`src/rtl/mem_port_arbiter.sv`:
```
// Round-robin arbiter that shares one fixed-latency, single-port memory between
// the instruction-fetch (IF) and load/store (LS) requesters. Only one access is
// in flight at a time. The response is steered back to the requester that owns it.
module mem_port_arbiter #(
    parameter int unsigned AWIDTH      = 32,
    parameter int unsigned DWIDTH      = 32,
    parameter int unsigned MEM_LATENCY = 1
) (
    input  logic                clock,
    input  logic                reset,
    input  logic                if_req_valid,
    input  logic [AWIDTH-1:0]   if_req_addr,
    output logic                if_req_ready,
    output logic                if_rsp_valid,
    output logic [DWIDTH-1:0]   if_rsp_data,
    input  logic                ls_req_valid,
    input  logic [AWIDTH-1:0]   ls_req_addr,
    input  logic                ls_req_write,
    input  logic [DWIDTH-1:0]   ls_req_wdata,
    input  logic [DWIDTH/8-1:0] ls_req_wstrb,
    output logic                ls_req_ready,
    output logic                ls_rsp_valid,
    output logic [DWIDTH-1:0]   ls_rsp_data,
    output logic                mem_en,
    output logic                mem_we,
    output logic [AWIDTH-1:0]   mem_addr,
    output logic [DWIDTH-1:0]   mem_wdata,
    output logic [DWIDTH/8-1:0] mem_wstrb,
    input  logic [DWIDTH-1:0]   mem_rdata
);

    typedef enum logic {StIdle, StWait} state_e;
    typedef enum logic {OwnIf, OwnLs} req_e;

    localparam logic [3:0] LatCnt = 4'(MEM_LATENCY);

    state_e     state_q, state_d;
    logic [3:0] cnt_q, cnt_d;
    req_e       owner_q, owner_d;
    req_e       last_q, last_d;
    logic       store_q, store_d;

    logic rsp_now;
    logic free;
    logic grant_if;
    logic grant_ls;

    // A new grant may overlap the response cycle so accesses can stream back-to-back.
    assign rsp_now  = (state_q == StWait) && (cnt_q == 4'd1);
    assign free     = (state_q == StIdle) || rsp_now;
    assign grant_if = reset && free && if_req_valid && (!ls_req_valid || last_q == OwnLs);
    assign grant_ls = reset && free && ls_req_valid && (!if_req_valid || last_q == OwnIf);

    // Next-state, memory issue and response steering.
    always_comb begin
        state_d      = state_q;
        cnt_d        = cnt_q;
        owner_d      = owner_q;
        last_d       = last_q;
        store_d      = store_q;
        if_req_ready = grant_if;
        ls_req_ready = grant_ls;
        mem_en       = grant_if || grant_ls;
        mem_we       = 1'b0;
        mem_addr     = '0;
        mem_wdata    = '0;
        mem_wstrb    = '0;
        if_rsp_valid = 1'b0;
        if_rsp_data  = '0;
        ls_rsp_valid = 1'b0;
        ls_rsp_data  = '0;

        if (grant_if) begin
            mem_addr = if_req_addr;
        end else if (grant_ls) begin
            mem_addr = ls_req_addr;
            mem_we   = ls_req_write;
            if (ls_req_write) begin
                mem_wdata = ls_req_wdata;
                mem_wstrb = ls_req_wstrb;
            end
        end

        if (reset && rsp_now) begin
            if (owner_q == OwnIf) begin
                if_rsp_valid = 1'b1;
                if_rsp_data  = mem_rdata;
            end else begin
                ls_rsp_valid = 1'b1;
                ls_rsp_data  = store_q ? '0 : mem_rdata;
            end
        end

        if (grant_if || grant_ls) begin
            state_d = StWait;
            cnt_d   = LatCnt;
            owner_d = grant_ls ? OwnLs : OwnIf;
            last_d  = grant_ls ? OwnLs : OwnIf;
            store_d = grant_ls && ls_req_write;
        end else if (rsp_now) begin
            state_d = StIdle;
            cnt_d   = '0;
        end else if (state_q == StWait) begin
            cnt_d = cnt_q - 4'd1;
        end
    end

    // State register with synchronous active-low reset; an in-flight access is dropped.
    always_ff @(posedge clock) begin
        if (!reset) begin
            state_q <= StIdle;
            cnt_q   <= '0;
            owner_q <= OwnIf;
            last_q  <= OwnIf;
            store_q <= 1'b0;
        end else begin
            state_q <= state_d;
            cnt_q   <= cnt_d;
            owner_q <= owner_d;
            last_q  <= last_d;
            store_q <= store_d;
        end
    end

endmodule

```
`config.mk`:
```
export PLATFORM = sky130hd
export DESIGN_NAME = mem_port_arbiter
export DESIGN_NICKNAME = d
export VERILOG_FILES = /design/src/rtl/mem_port_arbiter.sv
export SDC_FILE = /design/constraint.sdc
export NUM_CORES = 1
export LEC_CHECK = 0
export ABC_AREA = 1
export CAP_MARGIN = 15
export CORE_AREA = 5 5 105 107
export CTS_CLUSTER_DIAMETER = 100
export CTS_CLUSTER_SIZE = 28
export DETAILED_ROUTE_END_ITERATION = 10
export DIE_AREA = 0 0 110 112
export PLACE_DENSITY_LB_ADDON = 0.15
export REMOVE_ABC_BUFFERS = 1
export SYNTH_ARGS = -nofsm -noshare
export SYNTH_HDL_FRONTEND = slang
export SYNTH_SLANG_ARGS = --single-unit
```
`constraint.sdc`:
```
create_clock -name clock -period 1.4 [get_ports clock]
set_input_delay 0.21 -clock clock [delete_from_list [all_inputs] [get_ports clock]]
set_output_delay 0.21 -clock clock [all_outputs]
set_load 0.1 [all_outputs]
```
* After elaboration in Yosys (flattened, before gate mapping) *
Cells that the tools add are included.

storage, ports and cells
  output and inout port bits = 138
  register bits after elaboration = 7
  logic and storage cells = 52

operators by class
  multiplexer cells = 25
  reductions and logical operators = 17
  equality and inequality tests = 1
  bitwise operators = 3
  add/sub/neg operators = 1

operators by type and width
  kind                                               count
  2-to-1 mux 32 bit                                  10
  2-to-1 mux 1 bit                                   12
  2-to-1 mux 4 bit                                   3
  logical AND 1 bit                                  8
  == test 4 x 1 -> 1 bit (second input constant)     1
  logical OR 1 bit                                   4
  subtractor 4 x 1 -> 4 bit (second input constant)  1
  NOT 1 bit                                          3
  nonzero test 3 bit                                 1
  OR reduction 3 bit                                 1
  logical NOT 1 bit                                  2
  nonzero test 2 bit                                 1

* Logic depth before layout (Yosys ltp) *
Gate-level depths: netlist of run 1.

  depth in word-level cells = 8
  mapped depth = 9
  depth with buffers taken out = 8

* Worst setup path after synthesis of run 1 *
Ideal clock, no wire load.

  path type = reg2out
  start point = register cnt_q[1]
  end point = output ls_rsp_data[1]
  stages on the path, launching flop included = 8
  slack = -2008 ps
  required time = 1190 ps
  data arrival time = 3198 ps
  path through = dfxtp_1 > inv_1 > ha_1 > nand3_1 > nor2_2 > nand2_2 > buf_6 > nor2_1

on the way
  longest elaborated chain between the ends = 4

ends and longest elaborated chain
  what                      line  RTL
  start: declaration        38    logic [3:0] cnt_q, cnt_d;
  start signal: assignment  118   cnt_q <= cnt_d;
  == test 4 x 1 -> 1 bit    49    assign rsp_now = (state_q == StWait) && (cnt_q == 4'd1);
  logical AND 1 bit         49
  logical AND 1 bit         84    if (reset && rsp_now) begin
  2-to-1 mux 32 bit         84
  end: declaration          23    output logic [DWIDTH-1:0] ls_rsp_data,

No other way between the ends.

* Final worst setup path of run 1 *
  start point = register cnt_q[1]
  end point = output ls_rsp_data[17]

The elaborated chain is that of the path after synthesis.

==> results of run 1 <==
==> worst min-delay path by stage <==
stage                                end  slack, ns  cells after the start
global route        store_q$_SDFFE_PN0P_       0.50                      2
floorplan           store_q$_SDFFE_PN0P_       0.34                      2
global placement    store_q$_SDFFE_PN0P_       0.47                      2
detailed placement  store_q$_SDFFE_PN0P_       0.48                      2
finish              store_q$_SDFFE_PN0P_       0.48                      2
CTS                 store_q$_SDFFE_PN0P_       0.49                      2
==> cells in the mapped netlist, types with 2 or more instances <==
cell / number
nor2_2: 7
nand2_1: 130
dfxtp_1: 7
o21ai_0: 3
xor2_1: 2
nor2_1: 99
nand4_1: 3
buf_4: 5
nand3_1: 2
buf_2: 5
nand2_2: 10
inv_2: 2
buf_6: 8
clkbuf_1: 3
inv_1: 43
nand3_4: 2
ha_1: 2
==> state kept, by name, summed over array words and instances (netlist names) <==
register / cells
store_q: 1
cnt_q: 4
last_q: 1
state_q: 1
==> critical path: stages, from the launching register on <==
cell,delay [ns]
dfxtp_2,0.31
inv_2,0.07
ha_4,0.15
nand3_2,0.14
nor2_4,0.14
nand2_4,0.12
clkbuf_16,0.21
nor2_4,0.13
buf_12,0.19
==> layout by cell type (no fill, tap or decap), types with 2 or more instances in the layout <==
| cell type | n |
|---|---|
| clkbuf_16 | 5 |
| nor2_1 | 3 |
| inv_2 | 4 |
| nand4_1 | 3 |
| inv_1 | 40 |
| buf_12 | 144 |
| nand2_1 | 72 |
| dfxtp_2 | 2 |
| clkdlybuf4s50_1 | 134 |
| nor2_2 | 53 |
| xor2_1 | 2 |
| nand3_4 | 2 |
| dlygate4sd2_1 | 2 |
| nand2_4 | 16 |
| o21ai_0 | 2 |
| nand2_2 | 53 |
| nor2_4 | 50 |
| buf_6 | 2 |
| dfxtp_1 | 5 |
| buf_16 | 2 |
| clkbuf_8 | 3 |
| buf_4 | 23 |
| buf_8 | 2 |
==> metrics by stage <==
stage          hold WS, ns  setup WS [ns]  TNS, ns  area [sq um]   util
2_1_floorplan        0.339          -2.29  -195.30          1450      -
3_3_place_gp         0.471         -0.590   -65.41          6020  0.600
3_5_place_dp         0.479         -0.613   -67.86          6020  0.600
4_1_cts              0.485         -0.517   -64.39          6500  0.648
5_1_grt              0.497         -0.574   -71.41          7080  0.704
6_report             0.483         -0.507   -61.15          7080  0.704
==> what timing repair did <==
| item | in CTS | in global routing |
|---|---|---|
| resized for setup | 141 | 106 |
| pin swaps | 2 | 15 |
| setup endpoints to repair | 142 | 143 |
| cloned | 1 | 8 |
| setup buffers | 2 | 2 |
==> routing by layer <==
layer	vias to the layer above	track usage
met5	-	0
met4	0	0.0648
met3	22	0.0655
met2	179	0.373
met1	1466	0.156
li1	1574	-
==> power groups by stage <==
stage                     combinational, mW  clock, mW  sequential [mW]
after floorplan                        1.37          0            0.245
after global placement                 2.63          0            0.244
after detailed placement               2.65          0            0.247
after CTS                              2.80      0.300            0.249
after global routing                   3.07      0.312            0.252
final                                  2.95      0.291            0.251
==> cell families (layout without fill, tap and decap cells) <==
group                    Yosys count  in the layout  synth area share
AND/OR/NAND/NOR                  254            254             0.641
flip-flops                         7              7            0.0863
XOR/XNOR                           2              2            0.0108
adder cells (fa/ha/maj)            2              2            0.0154
AO/OA/AOI/OAI                      6              6            0.0208
multiplexers                       1              1           0.00616
buffers and inverters             68            365             0.220
==> final cells by class <==
cell class / instances / area share
Timing Repair inverter: 1 / 0.00124
Timing Repair Buffer: 314 / 0.657
Inverter: 46 / 0.0272
Multi-Input combinational cell: 265 / 0.264
Sequential cell: 7 / 0.0202
Tap cell: 136 / 0.0240
Clock buffer: 4 / 0.00636
==> impl_metrics.yaml, run 1 <==
yosys:
  synth_area_sq_um: 1620
  syn_area_per_cell_sq_um: 4.78
  synthTopCellsByArea: "nand2_1 (30%), nor2_1 (23%), inv_1 (9.9%)"
  yosysWarnings: 0
  ys.flop_type: "dfxtp_1"
  yosysTopAreaCell: "nand2_1"
  synth.top_cell.area_share: 0.300
  synth-seq-cells: 7
  ys_types: 24
  synth-seq-area-share: 0.0863
  syn_inst: 340
  synthArstFlopShare: 0
  synth-edff-count: 0
global_routing:
  grt_max_degree: 34
  grt_pass1_wl_um: 17700
  overflow: 0
  track_usage: 0.183
  grt_pass1_vias: 3302
  antenna_found_initial: 0
sta:
  period_share: 1.36
  skew_ns: 0.00484
  hold_viol: 0
  slew_violations: 0
  setup_ws_ns: -0.507
  relSlewSlack: 0.823
  tightest_slew_ns: 0.266
  rsz0062_at_grt: "true"
  setup_viol: 139
  fmax_mhz: 524
  period_minus_slack_ns: 1.91
cells_and_area:
  regArea_sq_um: 143
  drive_gt1_frac: 0.578
  area_growth_syn_to_layout_pct: 336
  n_fill_cell: 742
  antenna_cells: 0
  fin_nets: 777
  multi_input_area_sq_um: 1870
  final_cells: 773
clock_tree:
  clock_path_buffers: 2
  cts_buffers: 3
  cts_max_level: 1
  clkTransAtPathRegs_ns: 0.04
  hold_buffers: 0
  root_buffer: "clkbuf_8"
  cts.sinks: 7
  worstSkewPairLatency_ns: 0.23
  cts_tree: "built"
setup_path:
  critical_path.startpoint_type: "flip-flop"
  crit_path_end_kind: "output pin"
  r2r_start: "cnt_q[1]$_SDFFE_PP0P_"
  crit_arrival_ns: 1.70
  required_ns: 1.19
  critPathKind: "reg -> out"
  cp-startpoint: "cnt_q[1]$_SDFFE_PP0P_"
  crit_end: "ls_rsp_data[17]"
  rrSetupSlack_ns: -0.01
  r2r_cells: 10
  critPathMaxFanout: 8
  r2r-end: "store_q$_SDFFE_PN0P_"
routing:
  wl_met3_um: 1410
  vias_per_cell: 4.19
  firstDrtPassIters: 4
  num_vias: 3241
  drt-met1-wl_um: 3880
  drtAntennaViolNets: 0
  wire_per_inst_um: 17.7
  drc: 0
  wl_met2_um: 8050
  dr.first_iter.drc_count: 102
  top_layer: "met4"
  routed_wl_um: 13700
pwr:
  p_int_mw: 1.62
  p_leak_nw: 2.96
  p_total_mw: 3.50
  switching_share: 0.537
  seqPwrFrac: 0.072
  power.density_nw_per_um2: 494
  p_clk_frac: 0.083
  p_switching_mw: 1.88
  ir_worst_vdd_v: 0.000388
  combinationalPowerShare: 0.845
run_status:
  violations: "setup timing"
  status: "finished with violations"
min_path:
  min_from: "store_q$_SDFFE_PN0P_"
  min_path_type: "reg -> reg"
placed_design:
  place_hpwl_um: 10300
  dp_cells: 756
  port_buffers: 274
  place_congestion: 0.782
floorplanning:
  core_area_sq_um: 10000
  start_util: 0.162
  fp.dieW_um: 110
  rows: 37
  die_h_um: 112
  dieArea_sq_um: 12300
  ios: 275
flow_run:
  max_cap_viol_count: 0
Note: power is estimated with default switching activity, not from simulation.
==> run 2, diff against run 1 <==
Clock period 1.4 ns to 2.37 ns, I/O delays scaled along.
==> run 2 against run 1 <==
The flow now finishes without violations. Cell area shrank 16%. Clock skew shrank 0.0037 ns. Global-route usage shrank 1.6 points. Clock power shrank 44%.
==> impl_metrics.yaml, run 2 (synthesis results as in run 1) <==
run_status:
  status: "complete, no violations"
pwr:
  combinationalPowerShare: 0.832
  p_total_mw: 1.83
  p_clk_frac: 0.089
  power.density_nw_per_um2: 306
  switching_share: 0.532
  p_int_uw: 856
  p_leak_nw: 2.71
  p_switching_uw: 974
  ir_worst_vdd_v: 0.000223
  seqPwrFrac: 0.080
routing:
  vias_per_cell: 3.92
  routed_wl_um: 10900
  drc: 0
  firstDrtPassIters: 4
  dr.first_iter.drc_count: 90
  wire_per_inst_um: 14.6
  drtAntennaViolNets: 0
  num_vias: 2931
floorplanning:
  ios: 275
  fp.dieW_um: 110
  dieArea_sq_um: 12300
  rows: 37
  start_util: 0.162
  core_area_sq_um: 10000
  die_h_um: 112
cells_and_area:
  final_cells: 748
  regArea_sq_um: 140
  antenna_cells: 0
  n_fill_cell: 891
  area_growth_syn_to_layout_pct: 268
  largest_reg_flops: 4
  multi_input_area_sq_um: 1130
  postLayoutCoreUtil: 0.595
  final_cell_mix: "buf_12 (143), clkdlybuf4s50_1 (136), nand2_1 (130), nor2_1 (99), inv_1 (43)"
  fin_nets: 752
  top_register: "cnt_q"
  layout_commonest_cell: "buf_12"
  drive_gt1_frac: 0.297
setup_path:
  critical_path.startpoint_type: "input pin"
  critPathKind: "in -> out"
  slowest_delay_ns: 0.51
  worstPathCellList: "clkdlybuf4s50_1 -> inv_1 -> a21oi_2 -> nand3_4 -> buf_4 -> nor2_1 -> buf_12"
  slowest_stage: "clkdlybuf4s50_1"
  crit_arrival_ns: 1.88
  required_ns: 2.01
  crit_path_end_kind: "output pin"
  critPathMaxFanout: 34
sta:
  tightest_slew_ns: 0.320
  skew_ns: 0.00118
  rsz0062_at_grt: "false"
  fmax_mhz: 446
  setup_viol: 0
  period_minus_slack_ns: 2.24
  slew_violations: 0
  period_share: 0.945
  hold_viol: 0
  relSlewSlack: 0.786
  setup_ws_ns: 0.130
placed_design:
  dp_cells: 744
  place_ws_ns: 0.0705
  place_hpwl_um: 9920
  place_congestion: 0.795
  port_buffers: 274
clock_tree:
  cts.sinks: 7
  cts_max_level: 1
  root_buffer: "clkbuf_8"
  clock_path_buffers: 2
  clkTransAtPathRegs_ns: 0.04
  worstSkewPairLatency_ns: 0.22
  cts_tree: "built"
  cts_buffers: 3
min_path:
  min_path_type: "reg -> reg"
flow_run:
  max_cap_viol_count: 0
global_routing:
  grt_pass1_wl_um: 16100
  antenna_found_initial: 0
  overflow: 0
  grt_pass1_vias: 2986
  grt_max_degree: 35
  track_usage: 0.167
## run 2: power groups by stage
stage / Clock (mW) / Combinational, mW / Sequential (mW)
after detailed placement: 0 / 1.53 / 0.147
final: 0.163 / 1.52 / 0.146
after global routing: 0.176 / 1.59 / 0.148
after CTS: 0.167 / 1.53 / 0.145
after global placement: 0 / 1.52 / 0.146
after floorplan: 0 / 0.811 / 0.145
## run 2: through the flow
stage | cell area (sq um) | TNS (ns) | hold WS [ns]
2_1_floorplan | 1450 | -82.45 | 0.457
3_3_place_gp | 5920 | 0 | 0.469
3_5_place_dp | 5920 | 0 | 0.478
4_1_cts | 5970 | 0 | 0.485
5_1_grt | 5970 | 0 | 0.502
6_report | 5970 | 0 | 0.478
## run 2: worst max-delay path, delay by kind of cell
| kind | cells | cell delay (ns) |
|---|---|---|
| buf+inv | 4 | 1.03 |
| compound gates | 1 | 0.15 |
| simple gates | 2 | 0.34 |
## run 2: what timing repair did
action	CTS	global route
hold endpoints to repair	0	0
gates resized for setup	0	2
setup buffers	0	0
hold buffers	0	0
endpoints found under the setup margin	0	38
## run 2: cell type report
cell class	instances	share of cell area
Tap cell	136	0.0285
Inverter	46	0.0297
Clock buffer	4	0.00754
Multi-Input combinational cell	265	0.190
Sequential cell	7	0.0235
Timing Repair Buffer	290	0.721
## run 2: path summary, 6_finish.rpt
| check | slack, ns | to | start | depth (start not counted) |
|---|---|---|---|---|
| setup / recovery | 0.13 | mem_wdata[25] | ls_req_valid | 7 |
| hold / removal | 0.48 | store_q$_SDFFE_PN0P_ | store_q$_SDFFE_PN0P_ | 2 |
| setup reg to reg | 0.95 | cnt_q[0]$_SDFFE_PN0P_ | cnt_q[1]$_SDFFE_PP0P_ | 9 |
| hold reg to reg | 0.48 | store_q$_SDFFE_PN0P_ | store_q$_SDFFE_PN0P_ | 2 |
## run 2: per-layer routing
layer	wire (um)	GRT usage
met2	6100	0.339
met1	3380	0.154
met4	166	0.0349
met5	0	0
met3	1270	0.0586
==> run 3, diff against run 2 <==
Settings changed: CTS_BUF_LIST set to sky130_fd_sc_hd__clkbuf_8.
==> run 3 against run 2 <==
Combinational power hardly changed. Critical endpoint unchanged. Largest power group unchanged. Clock power is 2% lower. Flip-flop and latch count stayed put. Largest cell class unchanged.
==> impl_metrics.yaml, run 3 (synthesis results as in run 1) <==
flow_run:
  max_cap_viol_count: 0
cells_and_area:
  final_cell_mix: "buf_12 (143), clkdlybuf4s50_1 (136), nand2_1 (130), nor2_1 (99), inv_1 (44)"
  n_fill_cell: 891
  postLayoutCoreUtil: 0.595
  fin_nets: 752
  antenna_cells: 0
  area_growth_syn_to_layout_pct: 268
  top_register: "cnt_q"
  drive_gt1_frac: 0.297
  design_area_sq_um: 5970
  final_cells: 748
  largest_reg_flops: 4
  layout_commonest_cell: "buf_12"
floorplanning:
  rows: 37
  fp.dieW_um: 110
  ios: 275
  start_util: 0.162
  core_area_sq_um: 10000
  die_h_um: 112
  dieArea_sq_um: 12300
clock_tree:
  worstSkewPairLatency_ns: 0.22
  post_cts_buffers: 0
  root_buffer: "clkbuf_8"
  clock_path_buffers: 2
  cts.sinks: 7
  cts_max_level: 1
  cts_buffers: 3
  clkTransAtPathRegs_ns: 0.04
  cts_tree: "built"
  hold_buffers: 0
global_routing:
  antenna_found_initial: 0
  grt_pass1_vias: 2986
  overflow: 0
  track_usage: 0.167
  grt_pass1_wl_um: 16100
  grt_max_degree: 35
routing:
  firstDrtPassIters: 4
  num_vias: 2931
  routed_wl_um: 10900
  dr.first_iter.drc_count: 91
  drtAntennaViolNets: 0
  wire_per_inst_um: 14.6
  drc: 0
  vias_per_cell: 3.92
setup_path:
  critical_path.startpoint_type: "input pin"
  crit_arrival_ns: 1.88
  crit_path_end_kind: "output pin"
  critPathMaxFanout: 34
  required_ns: 2.01
  r2r_start: "cnt_q[1]$_SDFFE_PP0P_"
  critPathKind: "in -> out"
  rrSetupSlack_ns: 0.95
  cp-startpoint: "ls_req_valid"
sta:
  rsz0062_at_grt: "false"
  period_minus_slack_ns: 2.24
  period_share: 0.945
  tightest_slew_ns: 0.320
  slew_violations: 0
  hold_viol: 0
  relSlewSlack: 0.786
  skew_ns: 0.000658
  fmax_mhz: 446
  setup_viol: 0
  whs_ns: 0.478
run_status:
  status: "complete, no violations"
pwr:
  p_leak_nw: 2.72
  power.density_nw_per_um2: 306
  ir_worst_vdd_v: 0.000223
placed_design:
  port_buffers: 274
  place_area_sq_um: 5920
  place_hpwl_um: 9920
  place_congestion: 0.795
  dp_cells: 744
min_path:
  min_from: "store_q$_SDFFE_PN0P_"
  min_path_type: "reg -> reg"
[run 3: changes by cell type in the layout (fill, tap and decap cells not counted)]
cell / before / now
clkbuf_1: 1 / 0
inv_1: 43 / 44
[run 3: worst max-delay path, cell delays in order]
cell and delay, ns:
clkdlybuf4s50_1 0.51, inv_1 0.07, a21oi_2 0.15, nand3_4 0.11
buf_4 0.24, nor2_1 0.23, buf_12 0.21
[run 3: per-stage QoR]
stage	worst slack (ns)	total power, mW	TNS (ns)
after floorplan	-1.46	0.955	-82.45
after global placement	0.117	1.67	0
after detailed placement	0.0705	1.68	0
after CTS	0.0464	1.84	0
after global routing	0.0127	1.91	0
final	0.130	1.83	0
[run 3: path summary, 6_finish.rpt]
kind,to,cells past startpoint
setup / recovery,mem_wdata[25],7
hold / removal,store_q$_SDFFE_PN0P_,2
setup reg to reg,cnt_q[0]$_SDFFE_PN0P_,9
hold reg to reg,store_q$_SDFFE_PN0P_,2
[run 3: per-layer routing]
metal	GRT usage	vias up	routed length, um	part of all wire
met2	0.339	166	6100	0.56
li1	-	1517	-	-
met3	0.0586	10	1270	0.12
met5	0	-	0	0
met1	0.154	1238	3380	0.31
met4	0.0349	0	166	0.015
[run 3: layout make-up]
| type | instances | area, sq um | area share |
|---|---|---|---|
| inverter | 46 | 178 | 0.0297 |
| clock inverter | 1 | 3.75 | 0.000628 |
| clock buffer | 3 | 41.3 | 0.00691 |
| sequential | 7 | 140 | 0.0235 |
| tap | 136 | 170 | 0.0285 |
| timing repair buffer | 290 | 4310 | 0.721 |
| multi-input combinational | 265 | 1130 | 0.190 |
[run 3: where the power goes]
group	total, mW	leakage (nW)	internal, mW	switching [mW]
combinational	1.52	2.63	0.608	0.914
sequential	0.146	0.0576	0.133	0.0129
clock	0.159	0.0269	0.112	0.0471
total	1.83	2.72	0.852	0.974
[run 3: what timing repair did]
action,in CTS,in global routing
hold endpoints to repair,0,0
endpoints found under the setup margin,0,38
gates resized for setup,0,2
